**src/rtl/mem_arb_pkg.sv**
```systemverilog
// Shared definitions for the two-requester memory arbiter.
// Holds the default address/data widths and the FSM state encoding.
package mem_arb_pkg;

  localparam int unsigned AW_DEF = 12;
  localparam int unsigned DW_DEF = 16;

  // One transaction: IDLE samples requests, ACCESS drives memory, RESP returns read data
  typedef enum logic [1:0] {
    ST_IDLE   = 2'd0,
    ST_ACCESS = 2'd1,
    ST_RESP   = 2'd2
  } state_t;

endpackage

```
**src/rtl/mem_arbiter_if.sv**
```systemverilog
// Requester-side bus of the memory arbiter, one instance per requester.
//   req/we/addr/wdata : request from the requester (held until gnt is seen)
//   gnt               : high for the single ACCESS cycle of the transaction
//   rvalid/rdata      : one-cycle read data return
// master = requester side, slave = arbiter side.
interface mem_arbiter_if
  import mem_arb_pkg::*;
#(
  parameter int unsigned AW = AW_DEF,
  parameter int unsigned DW = DW_DEF
);

  logic          req;
  logic          we;
  logic [AW-1:0] addr;
  logic [DW-1:0] wdata;
  logic          gnt;
  logic          rvalid;
  logic [DW-1:0] rdata;

  modport master (
    output req, we, addr, wdata,
    input  gnt, rvalid, rdata
  );

  modport slave (
    input  req, we, addr, wdata,
    output gnt, rvalid, rdata
  );

endinterface

```
**src/rtl/mem_arbiter_rr_pick2.sv**
```systemverilog
// Two-way round-robin selector (purely combinational).
//   reqs        : request vector, bit i = requester i
//   prio        : requester that wins a tie
//   any_c       : at least one request present
//   winner_c    : selected requester (valid when any_c)
//   prio_next_c : priority after this grant (the non-winner)
module rr_pick2 (
  input  logic [1:0] reqs,
  input  logic       prio,
  output logic       any_c,
  output logic       winner_c,
  output logic       prio_next_c
);

  always_comb begin
    any_c       = |reqs;
    winner_c    = (&reqs) ? prio : reqs[1];
    prio_next_c = ~winner_c;
  end

endmodule

```
**src/rtl/mem_arbiter.sv**
```systemverilog
// Arbitrates two requesters onto one single-port synchronous memory.
//   clk, rst   : clock, synchronous active-high reset
//   m0, m1     : requester buses (m0 = processor, m1 = I/O or DMA)
//   mem_addr   : memory address (non-zero only in ACCESS)
//   mem_wdata  : memory write data (non-zero only in ACCESS)
//   mem_we     : memory write strobe (ACCESS of a write only)
//   mem_rdata  : memory read data, valid the cycle after the address
// A write takes ACCESS->IDLE, a read ACCESS->RESP->IDLE.
module mem_arbiter
  import mem_arb_pkg::*;
#(
  parameter int unsigned AW = AW_DEF,
  parameter int unsigned DW = DW_DEF
) (
  input  logic          clk,
  input  logic          rst,
  mem_arbiter_if.slave  m0,
  mem_arbiter_if.slave  m1,
  output logic [AW-1:0] mem_addr,
  output logic [DW-1:0] mem_wdata,
  output logic          mem_we,
  input  logic [DW-1:0] mem_rdata
);

  state_t        state_q, state_d;
  logic          prio_q, prio_d;
  logic          id_q, id_d;
  logic          we_q, we_d;
  logic [AW-1:0] addr_q, addr_d;
  logic [DW-1:0] wdata_q, wdata_d;

  logic          gnt0_q, gnt0_d;
  logic          gnt1_q, gnt1_d;
  logic          rv0_q, rv0_d;
  logic          rv1_q, rv1_d;
  logic          mem_we_q, mem_we_d;
  logic [AW-1:0] mem_addr_q, mem_addr_d;
  logic [DW-1:0] mem_wdata_q, mem_wdata_d;

  logic          pick_any;
  logic          pick_winner;
  logic          pick_prio_next;

  rr_pick2 u_pick (
    .reqs        ({m1.req, m0.req}),
    .prio        (prio_q),
    .any_c       (pick_any),
    .winner_c    (pick_winner),
    .prio_next_c (pick_prio_next)
  );

  // Next state and transaction latch
  always_comb begin
    state_d = state_q;
    prio_d  = prio_q;
    id_d    = id_q;
    we_d    = we_q;
    addr_d  = addr_q;
    wdata_d = wdata_q;
    case (state_q)
      ST_IDLE: begin
        if (pick_any) begin
          state_d = ST_ACCESS;
          prio_d  = pick_prio_next;
          id_d    = pick_winner;
          we_d    = pick_winner ? m1.we    : m0.we;
          addr_d  = pick_winner ? m1.addr  : m0.addr;
          wdata_d = pick_winner ? m1.wdata : m0.wdata;
        end
      end
      ST_ACCESS: state_d = we_q ? ST_IDLE : ST_RESP;
      ST_RESP:   state_d = ST_IDLE;
      default:   state_d = ST_IDLE;
    endcase
  end

  // Output values for the coming cycle, decoded from next state so they land registered
  always_comb begin
    gnt0_d      = 1'b0;
    gnt1_d      = 1'b0;
    rv0_d       = 1'b0;
    rv1_d       = 1'b0;
    mem_we_d    = 1'b0;
    mem_addr_d  = '0;
    mem_wdata_d = '0;
    if (state_d == ST_ACCESS) begin
      gnt0_d      = ~id_d;
      gnt1_d      = id_d;
      mem_we_d    = we_d;
      mem_addr_d  = addr_d;
      mem_wdata_d = wdata_d;
    end
    if (state_d == ST_RESP) begin
      rv0_d = ~id_d;
      rv1_d = id_d;
    end
  end

  // State, latch and output registers
  always_ff @(posedge clk) begin
    if (rst) begin
      state_q     <= ST_IDLE;
      prio_q      <= 1'b0;
      id_q        <= 1'b0;
      we_q        <= 1'b0;
      addr_q      <= '0;
      wdata_q     <= '0;
      gnt0_q      <= 1'b0;
      gnt1_q      <= 1'b0;
      rv0_q       <= 1'b0;
      rv1_q       <= 1'b0;
      mem_we_q    <= 1'b0;
      mem_addr_q  <= '0;
      mem_wdata_q <= '0;
    end else begin
      state_q     <= state_d;
      prio_q      <= prio_d;
      id_q        <= id_d;
      we_q        <= we_d;
      addr_q      <= addr_d;
      wdata_q     <= wdata_d;
      gnt0_q      <= gnt0_d;
      gnt1_q      <= gnt1_d;
      rv0_q       <= rv0_d;
      rv1_q       <= rv1_d;
      mem_we_q    <= mem_we_d;
      mem_addr_q  <= mem_addr_d;
      mem_wdata_q <= mem_wdata_d;
    end
  end

  assign m0.gnt    = gnt0_q;
  assign m1.gnt    = gnt1_q;
  assign m0.rvalid = rv0_q;
  assign m1.rvalid = rv1_q;
  // Memory data arrives in RESP; the registered rvalid gates it to the winner only
  assign m0.rdata  = rv0_q ? mem_rdata : '0;
  assign m1.rdata  = rv1_q ? mem_rdata : '0;

  assign mem_we    = mem_we_q;
  assign mem_addr  = mem_addr_q;
  assign mem_wdata = mem_wdata_q;

endmodule

```
**src/flat_wrapper.sv**
```systemverilog
// flat-port wrapper written by rule: the top's interface ports become plain ports
module mem_arbiter_flat import mem_arb_pkg::*;
#(
  parameter int unsigned AW = AW_DEF,
  parameter int unsigned DW = DW_DEF
)
  (clk, rst, mem_addr, mem_wdata, mem_we, mem_rdata, m0_req, m0_we, m0_addr, m0_wdata, m0_gnt, m0_rvalid, m0_rdata, m1_req, m1_we, m1_addr, m1_wdata, m1_gnt, m1_rvalid, m1_rdata);
  mem_arbiter_if #(.AW(AW), .DW(DW)) m0_i ();
  mem_arbiter_if #(.AW(AW), .DW(DW)) m1_i ();
  input  logic clk;
  input  logic rst;
  output logic [AW-1:0] mem_addr;
  output logic [DW-1:0] mem_wdata;
  output logic mem_we;
  input  logic [DW-1:0] mem_rdata;
  input wire logic [$bits(m0_i.req)-1:0] m0_req;
  input wire logic [$bits(m0_i.we)-1:0] m0_we;
  input wire logic [$bits(m0_i.addr)-1:0] m0_addr;
  input wire logic [$bits(m0_i.wdata)-1:0] m0_wdata;
  output wire logic [$bits(m0_i.gnt)-1:0] m0_gnt;
  output wire logic [$bits(m0_i.rvalid)-1:0] m0_rvalid;
  output wire logic [$bits(m0_i.rdata)-1:0] m0_rdata;
  input wire logic [$bits(m1_i.req)-1:0] m1_req;
  input wire logic [$bits(m1_i.we)-1:0] m1_we;
  input wire logic [$bits(m1_i.addr)-1:0] m1_addr;
  input wire logic [$bits(m1_i.wdata)-1:0] m1_wdata;
  output wire logic [$bits(m1_i.gnt)-1:0] m1_gnt;
  output wire logic [$bits(m1_i.rvalid)-1:0] m1_rvalid;
  output wire logic [$bits(m1_i.rdata)-1:0] m1_rdata;
  assign m0_i.req = m0_req;
  assign m0_i.we = m0_we;
  assign m0_i.addr = m0_addr;
  assign m0_i.wdata = m0_wdata;
  assign m0_gnt = m0_i.gnt;
  assign m0_rvalid = m0_i.rvalid;
  assign m0_rdata = m0_i.rdata;
  assign m1_i.req = m1_req;
  assign m1_i.we = m1_we;
  assign m1_i.addr = m1_addr;
  assign m1_i.wdata = m1_wdata;
  assign m1_gnt = m1_i.gnt;
  assign m1_rvalid = m1_i.rvalid;
  assign m1_rdata = m1_i.rdata;
  mem_arbiter #(.AW(AW), .DW(DW)) u_core (.clk(clk), .rst(rst), .m0(m0_i), .m1(m1_i), .mem_addr(mem_addr), .mem_wdata(mem_wdata), .mem_we(mem_we), .mem_rdata(mem_rdata));
endmodule
```
**config.mk**
```make
export PLATFORM = sky130hd
export DESIGN_NAME = mem_arbiter_flat
export DESIGN_NICKNAME = d
export VERILOG_FILES = /design/src/rtl/mem_arb_pkg.sv /design/src/rtl/mem_arbiter_if.sv /design/src/rtl/mem_arbiter_rr_pick2.sv /design/src/rtl/mem_arbiter.sv /design/src/flat_wrapper.sv
export SDC_FILE = /design/constraint.sdc
export NUM_CORES = 1
export LEC_CHECK = 0
export BUFFER_PORTS_ARGS = -buffer_cell sky130_fd_sc_hd__buf_2
export CAP_MARGIN = 20
export CORE_ASPECT_RATIO = 0.75
export CORE_MARGIN = 8
export CORE_UTILIZATION = 38
export CTS_CLUSTER_DIAMETER = 50
export DETAILED_ROUTE_END_ITERATION = 10
export GPL_TIMING_DRIVEN = 0
export PLACE_DENSITY = 0.81
export SYNTH_ARGS = -nofsm -noshare
export SYNTH_HDL_FRONTEND = slang
export SYNTH_HIERARCHICAL = 1
export SYNTH_SLANG_ARGS = --single-unit
```
**constraint.sdc**
```tcl
create_clock -name clk -period 2.45 [get_ports clk]
set_input_delay 0.49 -clock clk [delete_from_list [all_inputs] [get_ports clk]]
set_output_delay 0.49 -clock clk [all_outputs]
set_load 0.05 [all_outputs]
```
==> results.toml <==
[timing]
grt_setup_unrepaired = "false"
fmax_mhz = 523.0
max_slew.worst_pin.slew_ns = 0.6853
setup_viol_count_final = 0
post-route-period-util = 0.7804
final.setup.worst_slack_ns = 0.5379
tns_ns = 0
hold_viol_final = 0
finClkSkew_ns = 0.006702
max-slew-margin-rel = 0.5431
fin_crit_ns = 1.912
hold-worst-slack_ns = 0.4327
maxSlewViolCount = 0

[clock_network]
cts-root-buf = "clkbuf_8"
h-tree-depth = 2
cts_max_path_buffers = 2
postCtsHoldBufs = 0
cts_buffers = 5
cts_sinks = 38
clk_latency_ns = 0.28
postCtsSetupBuffers = 0
clk_pin_slew_ns = 0.07
cts_tree = "yes"
cts_resized = 0

[logic_synthesis]
synth_top_area_share = 0.4784
yosysSeqAreaShare = 0.4784
syn_area_per_cell_um2 = 9.697
syn_area_um2 = 1590
postSynthRegisterBits = 38
yosysWarnings = 6
yosys-top-cells-area = "dfxtp_1, mux2i_1, and2_1"
synthesis.nets = 242
yosys.area.top_type = "dfxtp_1"
syn_inst = 164
ys_types = 20

[layout]
largest_register_ffs = 16
nNetsFinal = 390
num_antenna_cells = 0
nFillCells = 356
area_growth_pct = 55.55
drive_gt1_frac = 0.5016
layout_common_cells = "buf_2, dfxtp_1, and2_1"
final_common_cell = "buf_2"

[routing]
vias = 1588
detail_route.vias_per_cell = 4.315
drt-wirelength-per-cell_um = 12.75
drtIter0Drc = 26
ant_nets = 0
finalWirelength_um = 4691
drc = 0
firstDrtPassIters = 4

[power]
p_total_mw = 1.611
peakVddDrop_uv = 385.4
power.density_nw_per_um2 = 651.4
power.leakage_nw = 1.390

[place]
dpl.hpwl_um = 3950
pre_cts_slack_ns = 0.4060
place.gp.congestion = 0.7842
portBuffers = 141

[floorplan]
num_rows = 20
fp.dieW_um = 90.70
io_pins = 143
coreArea_um2 = 4029
die_area_um2 = 6533
start_util = 0.3947
die_h_um = 72.03

[grt]
grt_overflow = 0
grt_use_total = 0.1367
antenna_found_initial = 0
grt_first_pass_wirelength_um = 7389
grt_max_degree = 13
grt_pass1_vias = 1590

[setup_path]
path_delay_family = "buffers and inverters"
cp_slowest_stage_delay_ns = 0.42
endpoint_kind = "output pin"
cp_max_fo = 10
critical_path_arrival_ns = 1.42
path_buf_inv = 2
worst-r2r-setup-slack_ns = 0.78
crit_path_top_delay_cell = "dfxtp_1"
r2r_end = "u_core/we_q"
reg2regPathDepth = 5
r2r_start = "u_core/prio_q"
cp_cell_sequence = "clkbuf_1, and2_1, buf_2"
cp-start-kind = "flop"
worstPathRequired_ns = 1.96
crit_type = "reg2out"

[run]
cap_violations = 0

[worst_hold_path]
hold_end = "u_core/mem_addr[9]"
holdPathStages = 3
hold_start = "m0_addr[9]"
hold_class = "in2reg"

[status]
status = "finished, final reports clean"
## layer usage
metal	GRT usage	part of all wire	up-vias
li1	-	-	815
met1	0.1267	0.37	693
met2	0.2458	0.49	78
met3	0.08041	0.13	2
met4	0.04963	0.0077	0
met5	0	0	-
## worst min-delay path, stage by stage
cell	delay, ns
buf_2	0.07
mux2i_1	0.05
nor2_1	0.07
## Yosys cell counts (all sizes together)
cell,instances
dfxtp,38
and2,33
nor2,32
mux2i,29
buf,8
clkbuf,8
inv,5
o32ai,2
and4,1
nand2b,1
nor3b,1
nor4b,1
o21a,1
o21ai,1
o2bb2ai,1
or2,1
or4b,1
## cell type report
| type | instances | area, µm² | area share |
|---|---|---|---|
| inverter | 5 | 18.77 | 0.007587 |
| buffer | 16 | 107.6 | 0.04350 |
| timing repair buffer | 141 | 705.7 | 0.2853 |
| sequential | 38 | 760.7 | 0.3075 |
| clock buffer | 5 | 68.82 | 0.02782 |
| tap | 55 | 68.82 | 0.02782 |
| multi-input combinational | 105 | 703.2 | 0.2843 |
| clock inverter | 3 | 40.04 | 0.01619 |
## worst max path at each step
| stage | startpoint | cells after the start | slack, ns | end |
|---|---|---|---|---|
| 4_1_cts | u_core/m0.rvalid | 3 | 0.51 | m0_rdata[15] |
| 5_1_grt | u_core/m0.rvalid | 3 | 0.40 | m0_rdata[15] |
| 6_report | u_core/m0.rvalid | 3 | 0.54 | m0_rdata[15] |
| 3_5_place_dp | m0_req | 7 | 0.41 | u_core/we_q |
| 2_1_floorplan | u_core/m0.rvalid | 2 | 0.59 | m0_rdata[15] |
| 3_3_place_gp | m0_req | 7 | 0.43 | u_core/we_q |
## logic make-up after synthesis
family | after synthesis | share of synthesized area
and+or+nand+nor | 71 | 0.2353
DFF | 38 | 0.4784
muxes | 29 | 0.1825
buffers and inverters | 21 | 0.07946
AOI/OAI and AO/OA | 5 | 0.02439
## stage by stage
step,utilization,instances,area (µm²)
floorplan,-,164,1590
global placement,0.5870,360,2365
detailed placement,0.5870,360,2365
CTS,0.6140,368,2474
global route,0.6140,368,2474
finish,0.6140,368,2474
## where the power goes
group          internal [mW]  switching, mW  total [mW]  leakage (nW)
registers              0.662         0.0150       0.677         0.312
logic                  0.148          0.280       0.427          1.02
clock network          0.299          0.208       0.507        0.0579
total                   1.11          0.503        1.61          1.39
Note: power is estimated with default switching activity, not from simulation.
